$ cat src/rtl/gen_freq_multi.sv
// -----------------------------------------------------------------------------
// gen_freq_multi
//
// Multi-channel programmable frequency divider. Each channel divides clk by its
// own runtime divider and drives a waveform (50% square or one-cycle pulse) plus
// a one-cycle tick usable as a clock enable. A new divider value is adopted only
// at a period boundary (or while the channel is held idle), so a running period
// is never shortened or stretched.
//
// Parameters:
//   WIDTH     bit width of each divider / counter
//   CHANNELS  number of independent channels
//
// Ports:
//   clk       system clock, rising edge
//   rst       synchronous active-high reset (all channels)
//   en        per-channel enable
//   mode      per-channel waveform mode: 0 = square, 1 = pulse
//   divider   packed dividers, channel i at [i*WIDTH +: WIDTH]; 0 behaves as 1
//   sync      global phase realign; restarts every channel at once
//   wave_out  per-channel waveform (registered)
//   tick      per-channel terminal-count strobe (registered)
// -----------------------------------------------------------------------------
module gen_freq_multi #(
  parameter int WIDTH    = 32,
  parameter int CHANNELS = 4
) (
  input  logic                      clk,
  input  logic                      rst,
  input  logic [CHANNELS-1:0]       en,
  input  logic [CHANNELS-1:0]       mode,
  input  logic [CHANNELS*WIDTH-1:0] divider,
  input  logic                      sync,
  output logic [CHANNELS-1:0]       wave_out,
  output logic [CHANNELS-1:0]       tick
);

  logic [WIDTH-1:0]    cnt      [CHANNELS];
  logic [WIDTH-1:0]    div_q    [CHANNELS];
  logic [WIDTH-1:0]    last_cnt [CHANNELS];
  logic [CHANNELS-1:0] at_term;
  logic [CHANNELS-1:0] wave_q;
  logic [CHANNELS-1:0] tick_q;

  // Terminal count is D-1 with D clamped to at least 1. Clamping before the
  // subtraction keeps a zero divider from wrapping to all-ones.
  // NOTE: every output of a combinational block gets a value on every path;
  // assigning defaults up front is what keeps synthesis from inferring latches.
  always_comb begin
    at_term = '0;
    for (int i = 0; i < CHANNELS; i++) begin
      last_cnt[i] = (div_q[i] == '0) ? '0 : div_q[i] - WIDTH'(1);
      at_term[i]  = (cnt[i] == last_cnt[i]);
    end
  end

  // NOTE: state updates use non-blocking assignments so every register samples
  // the pre-edge values; blocking assignments here would create order-dependent
  // simulation behaviour that no longer matches the synthesized flops.
  always_ff @(posedge clk) begin
    for (int i = 0; i < CHANNELS; i++) begin
      if (rst || sync || !en[i]) begin
        // Reset, realign and idle all park the channel at the start of a
        // period with the current divider captured.
        // NOTE: the shadow divider is loaded from the input on reset instead of
        // a constant, so the first period after reset uses the requested value.
        cnt[i]    <= '0;
        wave_q[i] <= 1'b0;
        tick_q[i] <= 1'b0;
        div_q[i]  <= divider[i*WIDTH +: WIDTH];
      end else if (at_term[i]) begin
        cnt[i]    <= '0;
        tick_q[i] <= 1'b1;
        div_q[i]  <= divider[i*WIDTH +: WIDTH];
        wave_q[i] <= mode[i] ? 1'b1 : ~wave_q[i];
      end else begin
        cnt[i]    <= cnt[i] + WIDTH'(1);
        tick_q[i] <= 1'b0;
        if (mode[i]) begin
          wave_q[i] <= 1'b0;
        end
      end
    end
  end

  assign wave_out = wave_q;
  assign tick     = tick_q;

endmodule

$ cat config.mk
export PLATFORM = sky130hd
export DESIGN_NAME = gen_freq_multi
export DESIGN_NICKNAME = d
export VERILOG_FILES = /design/src/rtl/gen_freq_multi.sv
export SDC_FILE = /design/constraint.sdc
export NUM_CORES = 1
export LEC_CHECK = 0
export ABC_AREA = 1
export CORE_MARGIN = 4
export CORE_UTILIZATION = 60
export CTS_BUF_LIST = sky130_fd_sc_hd__clkbuf_16
export CTS_CLUSTER_DIAMETER = 200
export DETAILED_ROUTE_END_ITERATION = 7
export MAX_ROUTING_LAYER = met4
export PLACE_DENSITY = 0.82
export SETUP_SLACK_MARGIN = 0.15
export SYNTH_ARGS = -nofsm -noshare
export SYNTH_HDL_FRONTEND = slang
export SYNTH_SLANG_ARGS = --single-unit
$ cat constraint.sdc
create_clock -name clk -period 7.8 [get_ports clk]
set_input_delay 0.78 -clock clk [delete_from_list [all_inputs] [get_ports clk]]
set_output_delay 0.78 -clock clk [all_outputs]
set_load 0.03 [all_outputs]
# Word level (Yosys, flattened, before mapping)
# Memory sizes are Yosys's and may differ from the RTL's.
# Index checks and enable logic that the tools add are counted.
[word_totals] in_bits=139 out_inout_bits=8 memories=2 elab_cells=112 reg_bits=8 rom_bits=0 latchBits=0 ram_bits=256
[classes] addsub=8 n_shift=0 div_mod_pow=0 eq_ne=4 n_mux=60 multipliers=0 n_lt_le_gt_ge=0 reduce_logical=17 bitwise_logic=16
[mem_list] name="cnt" words=4 word_bits=32 read_ports=4 rd_ports_with_merged_regs=0 write_ports=4 line="38" text="logic [WIDTH-1:0] cnt [CHANNELS];"
[mem_list] name="div_q" words=4 word_bits=32 read_ports=4 rd_ports_with_merged_regs=0 write_ports=4 line="39" text="logic [WIDTH-1:0] div_q [CHANNELS];"
[ops] op="$mux 32" n=16
[ops] op="$add 32x1->32 const B" n=4
[ops] op="$eq 32x32->1" n=4
[ops] op="$logic_not 32->1" n=4
[ops] op="$sub 32x1->32 const B" n=4
[ops] op="$mux 1" n=44
[ops] op="$or 1x1->1" n=12
[ops] op="$reduce_bool 2->1" n=4
[ops] op="$logic_or 1x1->1" n=5
[ops] op="$logic_not 1->1" n=4
[ops] op="$not 1->1" n=4

# Logic depth before layout (Yosys ltp)
# Gate-level depths: netlist (run 1).
[depth] depth_word=8 mapped_depth=21 ltp_nobuf=20

# Worst setup path after synthesis (run 1)
# No wires, ideal clock.
[synth_timing] path_kind="flip-flop to flip-flop" from="memory div_q[2][0]" to="memory div_q[2][0] (enable)" period_less_slack_ps=2747 setup_ps=348 n_path_buf=2 t_required_ps=7452 path_stages_with_launch=19 arrival_ps=2399 slack_ps=5053 cell_sequence="edfxtp_1 -> inv_1 -> ha_1 -> nand3_2 -> nor2_4 -> nand2_1 -> inv_2 -> nand2_1 -> buf_2 -> nand3b_1 -> nand2_1 -> nor2_1 -> nand2_1 -> nor2_1 -> nand2_1 -> nor2_1 -> nand3_1 -> nand2_2 -> buf_4"
[synth_lines] element="from (decl)" line="39"

==> results.toml, run 1 <==
[yosys]
yosys_warnings = 0
synth-edff-count = 256
synthesis.instances = 2601
synth-async-reset-ratio_pct = 0
prevailing_post_synth_register_cell = "sky130_fd_sc_hd__edfxtp_1"
post-synth-top-area-cell = "sky130_fd_sc_hd__edfxtp_1"
synth.top_cell.area_share_pct = 41.0
synth-seq-area-share_pct = 41.9
postSynthAreaPerCell_um2 = 7.21
ys_top_cells_by_area = "sky130_fd_sc_hd__edfxtp_1, sky130_fd_sc_hd__nand2_1, sky130_fd_sc_hd__nor2_1"
synthesis.area_um2 = 18700
synthDistinctLibCells = 41
yosys_register_bits = 264

[detailed_routing]
antenna_violating_nets_post_route = 0
routedWlPerCell_um = 15.3
remaining_drc_errors = 0
detail_route.first_pass.iterations = 6
first_iter_violations = 1321
wl_um = 50200
avgViaCountPerCell = 5.35
via_count = 17600

[place]
place.gp.congestion = 0.964
placed_area_um2 = 21000
placed_cells_incl_taps = 3242
total_of_buffers_placed_on_input_and_output_ports = 146
hpwl_detailed_um = 39700

[critical_path]
end_kind = "flip-flop"
cp_cell_sequence = "inv_1 -> ha_1 -> nand3_2 -> nor2_4 -> nand2_1 -> inv_2 -> nand2_1 -> buf_4 -> nand3b_1 -> nand2_1 -> nor2_1 -> nand2_1 -> nor2_1 -> nand2_1 -> nor2_1 -> nand3_1 -> nand2_2 -> buf_4"
slowest_stage = "sky130_fd_sc_hd__nand2_2"
worst_path_most_repeated_cell = "sky130_fd_sc_hd__nand2_1"
max_stage_delay_ns = 0.57
critPathMaxFanout = 40
crit_arrival_ns = 4.02
worst_path_dominant_cell_family = "simple AND/OR/NAND/NOR gates"
crit_path_start_kind = "flip-flop"
timing.critical_path.buf_inv = 4
path_class = "flip-flop to flip-flop"
worst-endpoint-required_ns = 8.01

[finish]
stdcell_count = 3293
layout.cells.most_common = "sky130_fd_sc_hd__nand2_1"
fill_cells = 2488
finalInstanceArea_um2 = 21800
antenna-diode-count = 0
final-seq-area_um2 = 7850
drive_above_1_share_pct = 4.35
syn_to_layout_area_delta_pct = 16.5
multiInputGateArea_um2 = 9820
mostFrequentLayoutCells = "sky130_fd_sc_hd__nand2_1, sky130_fd_sc_hd__nor2_1, sky130_fd_sc_hd__inv_1, sky130_fd_sc_hd__edfxtp_1, sky130_fd_sc_hd__nand3_1"
final_nets = 3023

[cts]
cts.hold.buffers_added = 0
cts_buffers = 28
cell_at_the_root_of_the_clock_tree = "sky130_fd_sc_hd__clkbuf_16"
clkTransAtPathRegs_ns = 0.06
clock_path_buffers = 3
cts_resized = 0
tritoncts = "built"
post-cts-setup-buffer-count = 0
clk_latency_ns = 0.55
ctsHtreeMaxLevel = 1
cts_sinks = 264

[grt]
grt_antenna_before_repair = 0
groute.usage.overall_pct = 29.7
grt_pass1_vias = 16700
grt_remaining_overflow = 0
largest_net_degree_at_the_start_of_global_routing = 65
global_route_wire_length_before_repair_um = 80600

[timing]
layout_min_cycle_time_ns = 3.81
finalSetupViolCount = 0
sum_neg_setup_slack_ns = 0
upper_clock_frequency_limit_mhz = 263
slew_violations = 0
report.final.hold_viol_count = 0
worst_slew_margin_relative_to_its_limit_pct = 40.4
period_share_pct = 48.8
fin_worst_skew_ns = 0.0110
grt_setup_unrepaired = "false"
worst_pin_slew_ns = 0.894

[status]
outcome = "finished clean"

[pwr]
power_density_nw_per_um2 = 159
cellInternalPower_w = 0.00256
power_frac_comb_pct = 13.1
power.leakage_nw = 9.39
switching_share_pct = 26.2
max-vdd-ir-drop_v = 0.000172
power.switching_w = 0.000909
p_seq_share_pct = 49.9
clock_power_share_pct = 37.0

[die]
floorplan.die.width_um = 185
floorplan.rows = 64
floorplan.die.height_um = 185
overall_die_area_um2 = 34100
floorplan.initialDensity_pct = 61.1
ioPinCount = 147
core_area_um2 = 30700

[job]
cap_violations = 0

[hold_path]
worst_hold_class = "flip-flop to flip-flop"
==> flip-flops by register name, indices dropped and copies added, names as in the netlist <==
register / count
tick: 4
div_q: 128
cnt: 128
wave_out: 4
==> area by class of cell <==
cell class,count,area share (%)
Timing Repair Buffer,151,6.86
Sequential cell,264,35.9
Inverter,344,5.91
Multi-Input combinational cell,2087,45.0
Clock inverter,22,0.722
Clock buffer,29,3.32
Tap cell,396,2.27
==> Yosys cell counts, types with 2 or more instances <==
master                     count
sky130_fd_sc_hd__nand2_1     709
sky130_fd_sc_hd__nor2_8        2
sky130_fd_sc_hd__clkinv_1      2
sky130_fd_sc_hd__or2_2         9
sky130_fd_sc_hd__a21oi_1       9
sky130_fd_sc_hd__nand2_2       9
sky130_fd_sc_hd__inv_1       333
sky130_fd_sc_hd__buf_6         9
sky130_fd_sc_hd__dfxtp_1       8
sky130_fd_sc_hd__buf_4        10
sky130_fd_sc_hd__buf_2        12
sky130_fd_sc_hd__nand3b_1     16
sky130_fd_sc_hd__o21ai_0      47
sky130_fd_sc_hd__nor3_1       70
sky130_fd_sc_hd__xor2_1      127
sky130_fd_sc_hd__nand3_4       2
sky130_fd_sc_hd__nor2_4        5
sky130_fd_sc_hd__nor3b_1       5
sky130_fd_sc_hd__inv_2         9
sky130_fd_sc_hd__nor4_2        3
sky130_fd_sc_hd__nor4_1       14
sky130_fd_sc_hd__nand3_2       6
sky130_fd_sc_hd__ha_1          8
sky130_fd_sc_hd__o21bai_1     35
sky130_fd_sc_hd__nor2_1      534
sky130_fd_sc_hd__xnor2_1      14
sky130_fd_sc_hd__nor2b_1       2
sky130_fd_sc_hd__edfxtp_1    256
sky130_fd_sc_hd__nor2_2       34
sky130_fd_sc_hd__nand4_1      99
sky130_fd_sc_hd__o21ai_1       4
sky130_fd_sc_hd__nand3_1     190
==> logic make-up (layout without fill, tap and decap cells) <==
kind of cell | after synthesis | after routing | share of synthesized area (%)
other cells | 1 | 128 | 0.0200
xor+xnor | 141 | 141 | 6.59
flops | 264 | 264 | 41.9
compound gates | 99 | 99 | 3.17
simple gates | 1711 | 1711 | 39.6
fa+ha+maj | 8 | 8 | 0.534
buf+inv | 377 | 546 | 8.25
==> routing by layer <==
layer,vias to the layer above,track usage [%],routed length (um)
met5,-,-,0
met4,0,8.69,1450
met3,116,3.20,3110
met2,670,50.1,24400
met1,8007,38.3,21300
li1,8833,-,-
==> final timing paths <==
path,endpoint,from,slack [ns],cells after the start
max,div_q[2][3]$_DFFE_PP_,div_q[2][0]$_DFFE_PP_,3.99,18
max reg2reg,div_q[2][3]$_DFFE_PP_,div_q[2][0]$_DFFE_PP_,3.99,18
min,wave_out[0]$_SDFFE_PN0P_,wave_out[0]$_SDFFE_PN0P_,0.65,6
min reg2reg,wave_out[0]$_SDFFE_PN0P_,wave_out[0]$_SDFFE_PN0P_,0.65,6
==> power by group through the flow <==
| stage | Combinational [W] | Clock, W | Sequential (W) |
|---|---|---|---|
| final | 0.000455 | 0.00128 | 0.00173 |
| after CTS | 0.000448 | 0.00131 | 0.00173 |
| after detailed placement | 0.000443 | 0 | 0.00176 |
| after global routing | 0.000511 | 0.00137 | 0.00174 |
| after global placement | 0.000433 | 0 | 0.00176 |
| after floorplan | 0.000300 | 0 | 0.00173 |
==> worst register-to-register path, stage by stage, from the launching register on <==
cell                       delay (ns)
sky130_fd_sc_hd__edfxtp_1        0.40
sky130_fd_sc_hd__inv_1           0.11
sky130_fd_sc_hd__ha_1            0.24
sky130_fd_sc_hd__nand3_2         0.15
sky130_fd_sc_hd__nor2_4          0.21
sky130_fd_sc_hd__nand2_1         0.11
sky130_fd_sc_hd__inv_2           0.06
sky130_fd_sc_hd__nand2_1         0.04
sky130_fd_sc_hd__buf_4           0.26
sky130_fd_sc_hd__nand3b_1        0.14
sky130_fd_sc_hd__nand2_1         0.11
sky130_fd_sc_hd__nor2_1          0.10
sky130_fd_sc_hd__nand2_1         0.06
sky130_fd_sc_hd__nor2_1          0.08
sky130_fd_sc_hd__nand2_1         0.05
sky130_fd_sc_hd__nor2_1          0.13
sky130_fd_sc_hd__nand3_1         0.13
sky130_fd_sc_hd__nand2_2         0.57
sky130_fd_sc_hd__buf_4           0.49
==> per-stage QoR <==
| stage | hold WS [ns] | total power [W] | setup WS [ns] | util, % |
|---|---|---|---|---|
| floorplan | 0.587 | 0.00203 | 5.05 | - |
| global placement | 0.629 | 0.00219 | 4.20 | 68.3 |
| detailed placement | 0.642 | 0.00220 | 4.03 | 68.3 |
| CTS | 0.649 | 0.00348 | 4.01 | 71.2 |
| global route | 0.691 | 0.00362 | 3.68 | 71.2 |
| finish | 0.652 | 0.00347 | 3.99 | 71.2 |
Power figures use the tool's default switching activity.
==> inputs of run 2 (changes only) <==
==> constraint.sdc (replaced) <==
create_clock -name clk -period 3.7 [get_ports clk]
set_input_delay 0.37 -clock clk [delete_from_list [all_inputs] [get_ports clk]]
set_output_delay 0.37 -clock clk [all_outputs]
set_load 0.03 [all_outputs]
==> run 2 against run 1 <==
Clock power increased by 110%. Via count up 1.3%. Worst setup slack got worse by 3.6 ns. Routed wire length rose by 0.48%. Total power is 110% higher. Critical path depth shrank 3. Cell area grew 0.77%. Combinational power grew 110%. Critical endpoint is now div_q[1][8]$_DFFE_PP_.
==> results.toml, run 2 (synthesis results as in run 1) <==
[finish]
multiInputGateArea_um2 = 9830
top_regs = "cnt (128), div_q (128)"
stdcell_count = 3303
syn_to_layout_area_delta_pct = 17.4
mostFrequentLayoutCells = "sky130_fd_sc_hd__nand2_1, sky130_fd_sc_hd__nor2_1, sky130_fd_sc_hd__inv_1, sky130_fd_sc_hd__edfxtp_1, sky130_fd_sc_hd__nand3_1"
layout.cells.most_common = "sky130_fd_sc_hd__nand2_1"
final_nets = 3032
fill_cells = 2498
antenna-diode-count = 0
final-seq-area_um2 = 7850
drive_above_1_share_pct = 4.64

[detailed_routing]
routedWlPerCell_um = 15.3
avgViaCountPerCell = 5.40
detail_route.first_pass.iterations = 6
wl_um = 50500
via_count = 17800
first_iter_violations = 1361
remaining_drc_errors = 0
antenna_violating_nets_post_route = 0

[pwr]
power_density_nw_per_um2 = 335
max-vdd-ir-drop_v = 0.000395
power.leakage_nw = 9.48

[grt]
grt_remaining_overflow = 0
groute.usage.overall_pct = 29.6
grtUsageMet2_pct = 50.8
groute.layer.met1.usage_pct = 37.9
global_route_wire_length_before_repair_um = 80600
grt_pass1_vias = 16900
largest_net_degree_at_the_start_of_global_routing = 65
layer_carrying_the_most_global_route_usage = "met2"
groute.layer.met3.usage_pct = 2.62
grt_antenna_before_repair = 0

[timing]
period_share_pct = 89.9
setup_ws_ns = 0.373
upper_clock_frequency_limit_mhz = 301
layout_min_cycle_time_ns = 3.33
slew_violations = 0
report.final.hold_viol_count = 0
worst_slew_margin_relative_to_its_limit_pct = 54.0
grt_setup_unrepaired = "false"
finalSetupViolCount = 0
worst_pin_slew_ns = 0.687
sum_neg_setup_slack_ns = 0
fin_worst_skew_ns = 0.0113

[critical_path]
max_stage_delay_ns = 0.38
timing.critical_path.buf_inv = 4
worst_path_most_repeated_cell = "sky130_fd_sc_hd__nand2_2"
slowest_stage = "sky130_fd_sc_hd__edfxtp_1"
path_class = "flip-flop to flip-flop"
crit-reg2reg-capture = "div_q[1][8]$_DFFE_PP_"
worst-endpoint-required_ns = 3.95
crit-reg2reg-launch = "div_q[1][0]$_DFFE_PP_"
crit_path_start_kind = "flip-flop"
end_kind = "flip-flop"
worst_path_dominant_cell_family = "simple AND/OR/NAND/NOR gates"
cp_cell_sequence = "inv_1 -> ha_1 -> nand2_2 -> nor2_8 -> nand2_2 -> inv_2 -> nand2_2 -> buf_12 -> nand3_1 -> xor2_1 -> nand4_1 -> nor2_1 -> nand3_2 -> nand3_4 -> clkbuf_16"
worst-r2r-setup-slack_ns = 0.37
worst_r2r_path_depth = 15
crit_arrival_ns = 3.57
critPathMaxFanout = 32

[hold_path]
worst_hold_class = "input pin to flip-flop"
worstHoldPathCells = 1
worst_hold_startpoint = "divider[72]"
worst_hold_path.endpoint = "div_q[2][8]$_DFFE_PP_"

[die]
core_area_um2 = 30700
overall_die_area_um2 = 34100
floorplan.die.height_um = 185
floorplan.rows = 64
ioPinCount = 147
floorplan.die.width_um = 185
floorplan.initialDensity_pct = 61.1

[place]
total_of_buffers_placed_on_input_and_output_ports = 146
hpwl_detailed_um = 39800
place.gp.congestion = 0.994
placed_cells_incl_taps = 3249
dpl_worst_slack_ns = 0.387

[cts]
cts_sinks = 264
cts_buffers = 29
cell_at_the_root_of_the_clock_tree = "sky130_fd_sc_hd__clkbuf_16"
ctsHtreeMaxLevel = 1
post-cts-setup-buffer-count = 0
clkTransAtPathRegs_ns = 0.06
clock_path_buffers = 3
tritoncts = "built"
clk_latency_ns = 0.56

[job]
cap_violations = 0

[status]
outcome = "finished clean"
==> run 2: changes by cell type in the layout (fill, tap and decap cells not counted) <==
cell / delta
sky130_fd_sc_hd__buf_16: +1
sky130_fd_sc_hd__nand2_2: -1
sky130_fd_sc_hd__clkinv_2: -3
sky130_fd_sc_hd__clkbuf_16: +1
sky130_fd_sc_hd__buf_6: +1
sky130_fd_sc_hd__inv_1: -2
sky130_fd_sc_hd__inv_6: +1
sky130_fd_sc_hd__nand2_4: +1
sky130_fd_sc_hd__clkinv_4: +3
sky130_fd_sc_hd__clkinv_1: +3
sky130_fd_sc_hd__buf_4: +2
sky130_fd_sc_hd__buf_12: +3
==> run 2: report_power, final <==
group / leakage (nW) / switching (W) / internal (W)
combinational: 6.32 / 0.000564 / 0.000400
clock: 0.443 / 0.00118 / 0.00156
sequential: 2.71 / 0.000191 / 0.00346
==> run 2: layout make-up <==
| class | count | share of cell area [%] |
|---|---|---|
| clock buffer | 29 | 3.30 |
| clock inverter | 24 | 0.824 |
| inverter | 344 | 5.87 |
| multi-input combinational | 2087 | 44.7 |
| sequential | 264 | 35.7 |
| tap | 396 | 2.25 |
| timing repair buffer | 159 | 7.44 |
==> run 2: through the flow <==
| step | utilization, % | total power [W] | hold slack, ns | area (um^2) |
|---|---|---|---|---|
| after global routing | 71.8 | 0.00767 | 0.352 | 22000 |
| after detailed placement | 68.7 | 0.00464 | 0.617 | 21100 |
| after floorplan | - | 0.00427 | 0.469 | 19200 |
| final | 71.8 | 0.00736 | 0.364 | 22000 |
| after CTS | 71.6 | 0.00739 | 0.343 | 22000 |
| after global placement | 68.7 | 0.00462 | 0.602 | 21100 |
==> run 2: worst max-delay path by stage <==
stage,start,end,slack (ns),cells past startpoint
floorplan,div_q[2][0]$_DFFE_PP_,div_q[2][0]$_DFFE_PP_,0.95,18
global placement,div_q[1][0]$_DFFE_PP_,div_q[1][28]$_DFFE_PP_,0.46,15
detailed placement,div_q[3][0]$_DFFE_PP_,cnt[3][13]$_SDFFCE_PN0P_,0.39,16
CTS,div_q[1][0]$_DFFE_PP_,cnt[1][27]$_SDFFCE_PN0P_,0.34,19
global route,div_q[1][0]$_DFFE_PP_,cnt[1][27]$_SDFFCE_PN0P_,0.17,16
finish,div_q[1][0]$_DFFE_PP_,div_q[1][8]$_DFFE_PP_,0.37,15
==> run 2: worst register-to-register path: cells and delay by family, from the launching register on <==
family                     cells  cell delay (ns)
DFF                            1             0.38
adders and majority gates      1             0.26
xor gates and xnor gates       1             0.22
buffers and inverters          4             0.71
and+or+nand+nor                9             1.43
==> run 2: routing by layer <==
| metal | share of wire (%) | up-vias |
|---|---|---|
| met5 | 0 | - |
| met4 | 2.9 | 0 |
| met3 | 6.2 | 116 |
| met2 | 49 | 709 |
| met1 | 42 | 8166 |
| li1 | - | 8858 |
==> run 2: repair_timing <==
action	CTS	global route
endpoints found under the setup margin	0	124
resized for setup	0	3
hold buffers	0	0
==> inputs of run 3 (changes only) <==
--- a/config.mk
+++ b/config.mk
@@ -6,6 +6,7 @@
 export NUM_CORES = 1
 export LEC_CHECK = 0
 export ABC_AREA = 1
+export CORE_ASPECT_RATIO = 0.8
 export CORE_MARGIN = 4
 export CORE_UTILIZATION = 60
 export CTS_BUF_LIST = sky130_fd_sc_hd__clkbuf_16
==> run 3 against run 2 <==
Sequential power about the same. First-iteration DRC count increased by 18%. Critical endpoint is now div_q[1][16]$_DFFE_PP_. Combinational power increased by 1%. Largest cell class unchanged. Critical path type unchanged.
==> results.toml, run 3 (synthesis results as in run 1) <==
[die]
ioPinCount = 147
overall_die_area_um2 = 34100
floorplan.rows = 57
floorplan.initialDensity_pct = 61.3
floorplan.die.width_um = 206
floorplan.die.height_um = 166
core_area_um2 = 30600

[detailed_routing]
routedWlPerCell_um = 15.7
antenna_violating_nets_post_route = 0
remaining_drc_errors = 0
detail_route.first_pass.iterations = 6
via_count = 17900
avgViaCountPerCell = 5.40
first_iter_violations = 1612
wl_um = 52100

[place]
placed_cells_incl_taps = 3269
hpwl_detailed_um = 42100
total_of_buffers_placed_on_input_and_output_ports = 146
place.gp.congestion = 0.990

[hold_path]
worst_hold_startpoint = "divider[44]"
worst_hold_class = "input pin to flip-flop"
worst_hold_path.endpoint = "div_q[1][12]$_DFFE_PP_"
worstHoldPathCells = 1

[timing]
worst_pin_slew_ns = 0.800
sum_neg_setup_slack_ns = 0
fin_worst_skew_ns = 0.0175
period_share_pct = 88.8
slew_violations = 0
upper_clock_frequency_limit_mhz = 304
worst_slew_margin_relative_to_its_limit_pct = 46.5
layout_min_cycle_time_ns = 3.28
report.final.hold_viol_count = 0
grt_setup_unrepaired = "false"
finalSetupViolCount = 0

[job]
cap_violations = 0

[pwr]
power.leakage_nw = 9.46
power_density_nw_per_um2 = 328
switching_share_pct = 26.4
p_seq_share_pct = 50.6
cellInternalPower_w = 0.00531
clock_power_share_pct = 35.8
power.switching_w = 0.00191
power_frac_comb_pct = 13.6
max-vdd-ir-drop_v = 0.000383

[cts]
ctsHtreeMaxLevel = 1
cts_sinks = 264
cts_buffers = 27
cell_at_the_root_of_the_clock_tree = "sky130_fd_sc_hd__clkbuf_16"
tritoncts = "built"
post-cts-setup-buffer-count = 0
clk_latency_ns = 0.56
clock_path_buffers = 3
clkTransAtPathRegs_ns = 0.06

[finish]
stdcell_count = 3316
final_nets = 3032
drive_above_1_share_pct = 4.48
antenna-diode-count = 0
syn_to_layout_area_delta_pct = 17.3
mostFrequentLayoutCells = "sky130_fd_sc_hd__nand2_1, sky130_fd_sc_hd__nor2_1, sky130_fd_sc_hd__inv_1, sky130_fd_sc_hd__edfxtp_1, sky130_fd_sc_hd__nand3_1"
layout.cells.most_common = "sky130_fd_sc_hd__nand2_1"
top_regs = "cnt (128), div_q (128)"
final_util_pct = 71.9
fill_cells = 2419

[critical_path]
critPathMaxFanout = 36
end_kind = "flip-flop"
worst-r2r-setup-slack_ns = 0.42
crit-reg2reg-capture = "div_q[1][16]$_DFFE_PP_"
crit_path_start_kind = "flip-flop"
crit-reg2reg-launch = "div_q[1][0]$_DFFE_PP_"
path_class = "flip-flop to flip-flop"
worst_r2r_path_depth = 15
worst-endpoint-required_ns = 3.93
crit_arrival_ns = 3.52

[grt]
groute.layer.met1.usage_pct = 43.7
grt_remaining_overflow = 0
groute.layer.met3.usage_pct = 4.16
largest_net_degree_at_the_start_of_global_routing = 43
grt_pass1_vias = 17000
groute.usage.overall_pct = 31.0
grt_antenna_before_repair = 0
grtUsageMet2_pct = 48.3
layer_carrying_the_most_global_route_usage = "met2"
global_route_wire_length_before_repair_um = 84500

[status]
outcome = "finished clean"
[run 3: layout make-up]
class / count / area (um^2) / share of cell area, %
Multi-Input combinational cell: 2087 / 9830 / 44.7
Sequential cell: 264 / 7850 / 35.7
Inverter: 344 / 1290 / 5.87
Clock inverter: 20 / 140 / 0.637
Timing Repair Buffer: 161 / 1690 / 7.67
Tap cell: 413 / 517 / 2.35
Clock buffer: 27 / 676 / 3.07
[run 3: layer usage]
layer  vias up  wire length, um
met5         -                0
met4         0             1240
met3        88             4180
met2       763            23500
met1      8188            23100
li1       8852                -
[run 3: worst max-delay path: stages, from the launching register on]
cell and delay, ns:
sky130_fd_sc_hd__edfxtp_1 0.39, sky130_fd_sc_hd__inv_1 0.14, sky130_fd_sc_hd__ha_1 0.25, sky130_fd_sc_hd__nand2_2 0.15, sky130_fd_sc_hd__nor2_8 0.19, sky130_fd_sc_hd__nand2_2 0.08, sky130_fd_sc_hd__inv_2 0.07, sky130_fd_sc_hd__nand2_2 0.18
sky130_fd_sc_hd__buf_12 0.23, sky130_fd_sc_hd__nand3_1 0.11, sky130_fd_sc_hd__xor2_1 0.19, sky130_fd_sc_hd__nand4_1 0.11, sky130_fd_sc_hd__nor2_1 0.26, sky130_fd_sc_hd__nand3_2 0.15, sky130_fd_sc_hd__nand3_4 0.18, sky130_fd_sc_hd__buf_12 0.24
[run 3: worst max path at each step]
stage | start | slack, ns | depth (start not counted) | to
after floorplan | div_q[2][0]$_DFFE_PP_ | 0.95 | 18 | div_q[2][0]$_DFFE_PP_
final | div_q[1][0]$_DFFE_PP_ | 0.42 | 15 | div_q[1][16]$_DFFE_PP_
after global placement | div_q[3][0]$_DFFE_PP_ | 0.57 | 18 | cnt[3][28]$_SDFFCE_PN0P_
after CTS | div_q[3][0]$_DFFE_PP_ | 0.48 | 17 | cnt[3][0]$_SDFFCE_PN0P_
after global routing | div_q[0][5]$_DFFE_PP_ | 0.18 | 17 | cnt[0][29]$_SDFFCE_PN0P_
after detailed placement | div_q[3][0]$_DFFE_PP_ | 0.50 | 17 | cnt[3][0]$_SDFFCE_PN0P_
[run 3: power by group through the flow]
| stage | clock network, W | registers (W) | logic [W] |
|---|---|---|---|
| after floorplan | 0 | 0.00364 | 0.000632 |
| after global placement | 0 | 0.00370 | 0.000924 |
| after detailed placement | 0 | 0.00371 | 0.000951 |
| after CTS | 0.00264 | 0.00365 | 0.000959 |
| after global routing | 0.00276 | 0.00367 | 0.00109 |
| final | 0.00259 | 0.00366 | 0.000979 |
[run 3: what timing repair did]
item	CTS	global route
resized for setup	0	1
endpoints found under the setup margin	0	1
hold buffers	0	0
[run 3: per-stage QoR]
stage | hold slack, ns | setup WS [ns] | instance area (um^2) | power [W]
global route | 0.353 | 0.175 | 22000 | 0.00752
detailed placement | 0.636 | 0.495 | 21200 | 0.00466
floorplan | 0.469 | 0.953 | 19200 | 0.00427
finish | 0.372 | 0.415 | 22000 | 0.00722
global placement | 0.610 | 0.572 | 21200 | 0.00463
CTS | 0.345 | 0.481 | 22000 | 0.00725
